--- config.mk ---
export PLATFORM = sky130hd
export DESIGN_NAME = hamming_rr_ctrl_flat
export DESIGN_NICKNAME = d
export VERILOG_FILES = /design/src/rtl/hamming_rr_ctrl_if.sv /design/src/rtl/hamming_rr_ctrl.sv /design/src/flat_wrapper.sv
export SDC_FILE = /design/constraint.sdc
export NUM_CORES = 1
export LEC_CHECK = 0
export CAP_MARGIN = 20
export CORE_MARGIN = 2
export CORE_UTILIZATION = 24
export CTS_BUF_LIST = sky130_fd_sc_hd__clkbuf_4 sky130_fd_sc_hd__clkbuf_8
export CTS_CLUSTER_DIAMETER = 80
export CTS_CLUSTER_SIZE = 24
export DETAILED_ROUTE_END_ITERATION = 8
export PLACE_DENSITY_LB_ADDON = 0.05
export SYNTH_ARGS = -nofsm -noshare
export SYNTH_HDL_FRONTEND = slang
export SYNTH_SLANG_ARGS = --single-unit
--- constraint.sdc ---
create_clock -name clk -period 3.4 [get_ports clk]
set_clock_uncertainty 0.05 [all_clocks]
set_input_delay 0.68 -clock clk [delete_from_list [all_inputs] [get_ports clk]]
set_output_delay 0.68 -clock clk [all_outputs]
set_load 0.02 [all_outputs]
--- src/rtl/hamming_rr_ctrl_if.sv ---
// Codeword source, handshake and result bus for hamming_rr_ctrl.
// The design uses the slave modport. Producers and the consumer use the master modport.
interface hamming_rr_ctrl_if;
   logic       a_valid;
   logic       a_ready;
   logic [6:0] a_cw;
   logic       b_valid;
   logic       b_ready;
   logic [6:0] b_cw;
   logic       out_valid;
   logic       out_ready;
   logic       out_src;
   logic [6:0] out_cw;
   logic [3:0] out_data;
   logic [2:0] out_syndrome;
   logic       out_corrected;

   modport master (
      output a_valid, a_cw, b_valid, b_cw, out_ready,
      input  a_ready, b_ready, out_valid, out_src, out_cw, out_data,
             out_syndrome, out_corrected
   );

   modport slave (
      input  a_valid, a_cw, b_valid, b_cw, out_ready,
      output a_ready, b_ready, out_valid, out_src, out_cw, out_data,
             out_syndrome, out_corrected
   );
endinterface

--- src/rtl/hamming_rr_ctrl.sv ---
// Round-robin sharing of one Hamming(7,4) single-error corrector between two sources.
// Stage S1 captures the granted codeword and its syndrome. The OUT stage presents the corrected result.
module hamming_rr_ctrl #(
   parameter int unsigned CNT_W      = 8,
   parameter bit          FIRST_PRIO = 1'b0
) (
   input  logic               clk,
   input  logic               rst,
   hamming_rr_ctrl_if.slave   bus,
   input  logic               clr_cnt,
   output logic [CNT_W-1:0]   err_cnt_a,
   output logic [CNT_W-1:0]   err_cnt_b
);

   localparam logic [CNT_W-1:0] CNT_ONE = CNT_W'(1);
   localparam logic [CNT_W-1:0] CNT_MAX = '1;

   // The syndrome is {s4,s2,s1}, where cw[i] is Hamming position i+1.
   function automatic logic [2:0] calc_syndrome(input logic [6:0] cw);
      calc_syndrome = {cw[3] ^ cw[4] ^ cw[5] ^ cw[6],
                       cw[1] ^ cw[2] ^ cw[5] ^ cw[6],
                       cw[0] ^ cw[2] ^ cw[4] ^ cw[6]};
   endfunction

   logic             s1_valid_q, s1_valid_d;
   logic             s1_src_q, s1_src_d;
   logic [6:0]       s1_cw_q, s1_cw_d;
   logic [2:0]       s1_syn_q, s1_syn_d;
   logic             prio_q, prio_d;
   logic             out_valid_q, out_valid_d;
   logic             out_src_q, out_src_d;
   logic [6:0]       out_cw_q, out_cw_d;
   logic [3:0]       out_data_q, out_data_d;
   logic [2:0]       out_syn_q, out_syn_d;
   logic             out_corr_q, out_corr_d;
   logic [CNT_W-1:0] cnt_a_q, cnt_a_d;
   logic [CNT_W-1:0] cnt_b_q, cnt_b_d;

   logic       adv2;
   logic       s1_load_ok;
   logic       grant_b;
   logic       a_acc;
   logic       b_acc;
   logic       out_hs;
   logic [7:0] flip_onehot;
   logic [6:0] fixed_cw;

   always_comb begin
      // NOTE: every signal gets a value at the top of the block, so no path can infer a latch.
      adv2        = !out_valid_q || bus.out_ready;
      s1_load_ok  = !s1_valid_q || adv2;
      grant_b     = (bus.a_valid && bus.b_valid) ? prio_q : bus.b_valid;
      a_acc       = !rst && s1_load_ok && bus.a_valid && !grant_b;
      b_acc       = !rst && s1_load_ok && bus.b_valid && grant_b;
      out_hs      = out_valid_q && bus.out_ready;

      // A syndrome of zero shifts the one-hot bit into bit 0. That bit is dropped, so the mask is empty.
      flip_onehot = 8'b1 << s1_syn_q;
      fixed_cw    = s1_cw_q ^ flip_onehot[7:1];

      s1_valid_d  = s1_valid_q;
      s1_src_d    = s1_src_q;
      s1_cw_d     = s1_cw_q;
      s1_syn_d    = s1_syn_q;
      prio_d      = prio_q;
      out_valid_d = out_valid_q;
      out_src_d   = out_src_q;
      out_cw_d    = out_cw_q;
      out_data_d  = out_data_q;
      out_syn_d   = out_syn_q;
      out_corr_d  = out_corr_q;
      cnt_a_d     = cnt_a_q;
      cnt_b_d     = cnt_b_q;

      if (adv2) begin
         out_valid_d = s1_valid_q;
         if (s1_valid_q) begin
            out_src_d  = s1_src_q;
            out_cw_d   = fixed_cw;
            out_data_d = {fixed_cw[6], fixed_cw[5], fixed_cw[4], fixed_cw[2]};
            out_syn_d  = s1_syn_q;
            out_corr_d = |s1_syn_q;
         end
         s1_valid_d = 1'b0;
      end

      if (a_acc || b_acc) begin
         s1_valid_d = 1'b1;
         s1_src_d   = b_acc;
         s1_cw_d    = b_acc ? bus.b_cw : bus.a_cw;
         s1_syn_d   = calc_syndrome(b_acc ? bus.b_cw : bus.a_cw);
         prio_d     = !b_acc;
      end

      if (out_hs && out_corr_q) begin
         if (!out_src_q && cnt_a_q != CNT_MAX) cnt_a_d = cnt_a_q + CNT_ONE;
         if (out_src_q && cnt_b_q != CNT_MAX)  cnt_b_d = cnt_b_q + CNT_ONE;
      end
      if (clr_cnt) begin
         cnt_a_d = '0;
         cnt_b_d = '0;
      end
   end

   // NOTE: state updates use non-blocking assignments, so every flop samples values from before the edge.
   always_ff @(posedge clk or posedge rst) begin
      if (rst) begin
         s1_valid_q  <= 1'b0;
         s1_src_q    <= 1'b0;
         s1_cw_q     <= '0;
         s1_syn_q    <= '0;
         prio_q      <= FIRST_PRIO;
         out_valid_q <= 1'b0;
         out_src_q   <= 1'b0;
         out_cw_q    <= '0;
         out_data_q  <= '0;
         out_syn_q   <= '0;
         out_corr_q  <= 1'b0;
         cnt_a_q     <= '0;
         cnt_b_q     <= '0;
      end else begin
         s1_valid_q  <= s1_valid_d;
         s1_src_q    <= s1_src_d;
         s1_cw_q     <= s1_cw_d;
         s1_syn_q    <= s1_syn_d;
         prio_q      <= prio_d;
         out_valid_q <= out_valid_d;
         out_src_q   <= out_src_d;
         out_cw_q    <= out_cw_d;
         out_data_q  <= out_data_d;
         out_syn_q   <= out_syn_d;
         out_corr_q  <= out_corr_d;
         cnt_a_q     <= cnt_a_d;
         cnt_b_q     <= cnt_b_d;
      end
   end

   assign bus.a_ready       = a_acc;
   assign bus.b_ready       = b_acc;
   assign bus.out_valid     = out_valid_q;
   assign bus.out_src       = out_src_q;
   assign bus.out_cw        = out_cw_q;
   assign bus.out_data      = out_data_q;
   assign bus.out_syndrome  = out_syn_q;
   assign bus.out_corrected = out_corr_q;
   assign err_cnt_a         = cnt_a_q;
   assign err_cnt_b         = cnt_b_q;

endmodule

--- src/flat_wrapper.sv ---
// flat-port wrapper written by rule: the top's interface ports become plain ports
module hamming_rr_ctrl_flat 
#(
   parameter int unsigned CNT_W      = 8,
   parameter bit          FIRST_PRIO = 1'b0
)
  (clk, rst, clr_cnt, err_cnt_a, err_cnt_b, bus_a_valid, bus_a_cw, bus_b_valid, bus_b_cw, bus_out_ready, bus_a_ready, bus_b_ready, bus_out_valid, bus_out_src, bus_out_cw, bus_out_data, bus_out_syndrome, bus_out_corrected);
  hamming_rr_ctrl_if bus_i ();
  input  logic clk;
  input  logic rst;
  input  logic clr_cnt;
  output logic [CNT_W-1:0] err_cnt_a;
  output logic [CNT_W-1:0] err_cnt_b;
  input wire logic [$bits(bus_i.a_valid)-1:0] bus_a_valid;
  input wire logic [$bits(bus_i.a_cw)-1:0] bus_a_cw;
  input wire logic [$bits(bus_i.b_valid)-1:0] bus_b_valid;
  input wire logic [$bits(bus_i.b_cw)-1:0] bus_b_cw;
  input wire logic [$bits(bus_i.out_ready)-1:0] bus_out_ready;
  output wire logic [$bits(bus_i.a_ready)-1:0] bus_a_ready;
  output wire logic [$bits(bus_i.b_ready)-1:0] bus_b_ready;
  output wire logic [$bits(bus_i.out_valid)-1:0] bus_out_valid;
  output wire logic [$bits(bus_i.out_src)-1:0] bus_out_src;
  output wire logic [$bits(bus_i.out_cw)-1:0] bus_out_cw;
  output wire logic [$bits(bus_i.out_data)-1:0] bus_out_data;
  output wire logic [$bits(bus_i.out_syndrome)-1:0] bus_out_syndrome;
  output wire logic [$bits(bus_i.out_corrected)-1:0] bus_out_corrected;
  assign bus_i.a_valid = bus_a_valid;
  assign bus_i.a_cw = bus_a_cw;
  assign bus_i.b_valid = bus_b_valid;
  assign bus_i.b_cw = bus_b_cw;
  assign bus_i.out_ready = bus_out_ready;
  assign bus_a_ready = bus_i.a_ready;
  assign bus_b_ready = bus_i.b_ready;
  assign bus_out_valid = bus_i.out_valid;
  assign bus_out_src = bus_i.out_src;
  assign bus_out_cw = bus_i.out_cw;
  assign bus_out_data = bus_i.out_data;
  assign bus_out_syndrome = bus_i.out_syndrome;
  assign bus_out_corrected = bus_i.out_corrected;
  hamming_rr_ctrl #(.CNT_W(CNT_W), .FIRST_PRIO(FIRST_PRIO)) u_core (.clk(clk), .rst(rst), .bus(bus_i), .clr_cnt(clr_cnt), .err_cnt_a(err_cnt_a), .err_cnt_b(err_cnt_b));
endmodule
* Word level (Yosys, flattened, before mapping)
Index checks and enable logic that the tools add are counted.
** Storage, ports and cells
- Memories :: 0
- RAM bits :: 0
- Bits in read-only memories :: 0
- Bits in registers :: 46
- Word-level logic and storage cells :: 65
- Bits of input ports :: 20
- Latch bits :: 0
** Cells by class
- Shift operators :: 1
- Bitwise logic cells :: 10
- Multiply operators :: 0
- Magnitude comparators :: 0
- Add/sub/neg operators :: 2
- Mux-type cells :: 10
- Reduce and logical (&&, ||, !) cells :: 27
- Div/mod/pow operators :: 0
- Eq/ne operators :: 2
** Operator list (count)
- 8-bit two-way mux :: 6
- 8-bit by 1-bit adder with 8-bit output (second input constant) :: 2
- 8-bit inequality test (second input constant) :: 2
- 1-bit logical AND :: 10
- 1-bit bitwise XOR :: 9
- 2-bit nonzero test :: 4
- 1-bit by 3-bit << shifter with 8-bit output (first input constant) :: 1
- 7-bit two-way mux :: 1
- 7-bit bitwise XOR :: 1
- 1-bit logical NOT :: 6
- 2-bit AND reduction :: 3
- 1-bit logical OR :: 3
- 1-bit two-way mux :: 3
- 3-bit OR reduction :: 1

* Longest topological paths before layout
- Depth after elaboration :: 10
- Gate-level depth with buffers :: 6

* Worst setup path before layout
OpenSTA, ideal clock, no wires.
- Path type :: input-to-output
- From :: in rst
- To :: out bus_b_ready
- Required time :: 2670 ps
- Arrival time :: 2206 ps
- Slack :: 464 ps
- Buffers on the path :: 1
- Stages :: 3
- Path through :: inv_1 > o2111a_1 > buf_2
** Between the ends
- Word-level cells in the longest chain between the ends :: 4
** RTL lines
- start: declaration :: RTL line flat_wrapper.sv:10 : input logic rst;
- 1-bit logical NOT :: RTL line hamming_rr_ctrl.sv:54 : b_acc = !rst && s1_load_ok && bus.b_valid && grant_b;
- 1-bit logical AND (3 in a row) :: RTL line hamming_rr_ctrl.sv:54
- end: declaration :: RTL line flat_wrapper.sv:20 : output wire logic [$bits(bus_i.b_ready)-1:0] bus_b_ready;
No other way between the ends.

* Worst setup path after layout
- From :: in bus_out_ready
- To :: out bus_b_ready
** Between the ends
- Word-level cells in the longest chain between the ends :: 5
** RTL lines
- start: declaration :: RTL line flat_wrapper.sv:18 : input wire logic [$bits(bus_i.out_ready)-1:0] bus_out_ready;
- 1-bit logical OR :: RTL line hamming_rr_ctrl.sv:50 : adv2 = !out_valid_q || bus.out_ready;
- 1-bit logical OR :: RTL line hamming_rr_ctrl.sv:51 : s1_load_ok = !s1_valid_q || adv2;
- 1-bit logical AND (3 in a row) :: RTL line hamming_rr_ctrl.sv:54
No other way between the ends.

==> out/qor.csv <==
metric,value,unit
outcome,finished clean,
drt-total-wl,5.211,mm
hpwl,3.848,mm
final_nets,299,
hp-start,u_core.s1_src_q,
cts_setup_buffers,0,
switchingPower,597.3,uW
synth.top_cell.area_share,0.4677,
irDropWorstVdd,150.3,uV
endpoint_kind,primary output,
io-pin-count,55,
r2r_cells,3,
cts.repair.resized,0,
fillerInstances,972,
syn_nets,250,
globalRouteOverflowTotal,0,
yosys.area.top_type,dfrtp_1,
cp_max_fo,4,
hold_viol,0,
io_buffer_count,54,
synth_edf_count,0,
finalSetupViolations,0,
root_buffer,clkbuf_8,
fin_tns_setup,0,ps
synth_seq_cells,42,
r2r_setup_slack,1680,ps
reg2reg_to,u_core.err_cnt_a[6],
wl_per_cell,13.40,um
cts_tree,built,
die_w,100.8,um
clock.fmax,334.7,MHz
path_clk_slew,80,ps
cts_made_buffers,5,
startpoint,bus_out_ready,
cts_buffer_depth,2,
netlist_instances,228,
critical_path.startpoint_type,input port,
vias,1727,
min_path_type,reg -> reg,
hold_path_end,u_core.s1_src_q,
synth_cell_type_count,40,
drive_gt1_frac,0.07554,
crit_type,in -> out,
post-route-drc-count,0,
syn_area,0.002247,mm^2
antenna_cells,0,
worstPathArrival,2260,ps
worst_slack,411.9,ps
r2r_start,u_core.bus.out_src,
antenna_found_initial,0,
p_comb_frac,0.362,
die_height,100.8,um
async_flop_share,1.000,
p_clk_frac,0.207,
placed_cells,381,
die_area,0.01015,mm^2
fin_crit_sh,0.8789,
drv_slew,0,
postRouteAntennaNets,0,
cts_sinks,42,
grt_usage,0.1103,
core_region_area,0.009153,mm^2
synth.avg_cell_area,9.856,um^2
maxCapViolCount,0,
hold_slack,428.6,ps
cts-htree-levels,2,
yosysSeqAreaShare,0.4677,
p_seq_frac,0.431,
vias_per_cell,4.440,
pre_cts_ws,403.4,ps
powerDensity,572.5,mW/mm^2
fin_crit,2988,ps
p_leak,1.219,nW
synth_ff_type,dfrtp_1,
p_sw_frac,0.3523,
insertion_delay,300,ps
fin_util,0.3236,
hold_buffers,0,
place.gp.congestion,0.6940,
row_count,35,
grt_pass1_wl,8.687,mm
worstPathRequired,2670,ps
grt_max_degree,43,
synthToLayoutAreaGrowth,31.79,%
yosysWarnings,0,
holdPathStages,1,
initial_core_util,0.2455,
p_int,1.098,mW
first_iter_violations,33,
firstDrtPassIters,4,
fin_cells,389,
tightest_slew,690.8,ps
rsz0062_at_grt,no,
max-slew-margin-rel,0.5380,
ys_top_cells_by_area,"dfrtp_1, xnor2_1, mux2i_1",
grt_pass1_vias,1726,
## cells in the final DEF (no fill, tap or decap), types with 3 or more instances in the layout
cell and count:
inv_1 4, xor2_1 10, clkdlybuf4s50_1 54, a21oi_1 8, nand2_1 28, a211oi_1 4, clkbuf_8 6, o21ai_0 21
or4_1 3, or3_1 3, mux2i_1 12, mux2_2 5, xnor2_1 18, nor2_1 17, dfrtp_1 42, nand3_1 8
o31ai_1 3, buf_4 4
## cell usage after synthesis (6+ instances only)
cell type   n
dfrtp_1    42
a21oi_1     8
clkbuf_1    6
nand2_1    28
xor2_1     10
nor2_1     17
xnor2_1    18
mux2i_1    12
nand3_1     8
o21ai_0    21
## sequential cells by signal, summed over array words and instances, names as in the netlist
register / count
u_core.bus.out_syndrome: 3
u_core.s1_valid_q: 1
u_core.err_cnt_b: 8
u_core.s1_syn_q: 3
u_core.s1_src_q: 1
u_core.bus.out_data: 4
u_core.err_cnt_a: 8
u_core.bus.out_cw: 3
u_core.prio_q: 1
u_core.bus.out_valid: 1
u_core.bus.out_corrected: 1
u_core.bus.out_src: 1
u_core.s1_cw_q: 7
## worst max-delay path by stage
stage | end | slack (ps)
after floorplan | bus_b_ready | 460
after global placement | bus_b_ready | 410
after detailed placement | bus_b_ready | 400
after CTS | bus_b_ready | 390
after global routing | bus_a_ready | 310
final | bus_b_ready | 410
## logic make-up after synthesis
family,synth area share
compound gates,0.1147
buf+inv,0.04844
flops,0.4677
simple gates,0.1704
mux,0.07851
xor+xnor,0.1091
fa+ha+maj,0.01113
## through the flow
stage | power (mW) | instance area [um^2]
after floorplan | 1.102 | 2247
after global placement | 1.370 | 2867
after detailed placement | 1.374 | 2867
after CTS | 1.734 | 2962
after global routing | 1.815 | 2962
final | 1.695 | 2962
## power by group through the flow
stage / Sequential [mW] / Combinational, mW / Clock, mW
after global routing: 0.755 / 0.671 / 0.388
after floorplan: 0.781 / 0.321 / 0
after global placement: 0.745 / 0.625 / 0
after detailed placement: 0.748 / 0.626 / 0
after CTS: 0.736 / 0.627 / 0.370
final: 0.730 / 0.614 / 0.351
## layer usage
metal / global-route usage / wire length (um) / vias up
met5: 0 / 0 / -
met4: 0.03477 / 38 / 0
met3: 0.03051 / 244 / 2
met2: 0.1738 / 2398 / 39
met1: 0.1466 / 2529 / 806
li1: - / - / 880
## area by class of cell
class / count / area (um^2) / area share
clock buffer: 7 / 90.09 / 0.03042
clock inverter: 1 / 5.005 / 0.001690
inverter: 5 / 18.77 / 0.006337
multi-input combinational: 165 / 1087 / 0.3671
sequential: 42 / 1051 / 0.3549
tap: 111 / 138.9 / 0.04689
timing repair buffer: 58 / 570.5 / 0.1926
## worst max-delay path: stages
cell and delay, ps:
clkdlybuf4s50_1 530, nand3b_1 190, o2111a_1 230, clkdlybuf4s50_1 630
(Power assumes the default switching activity.)
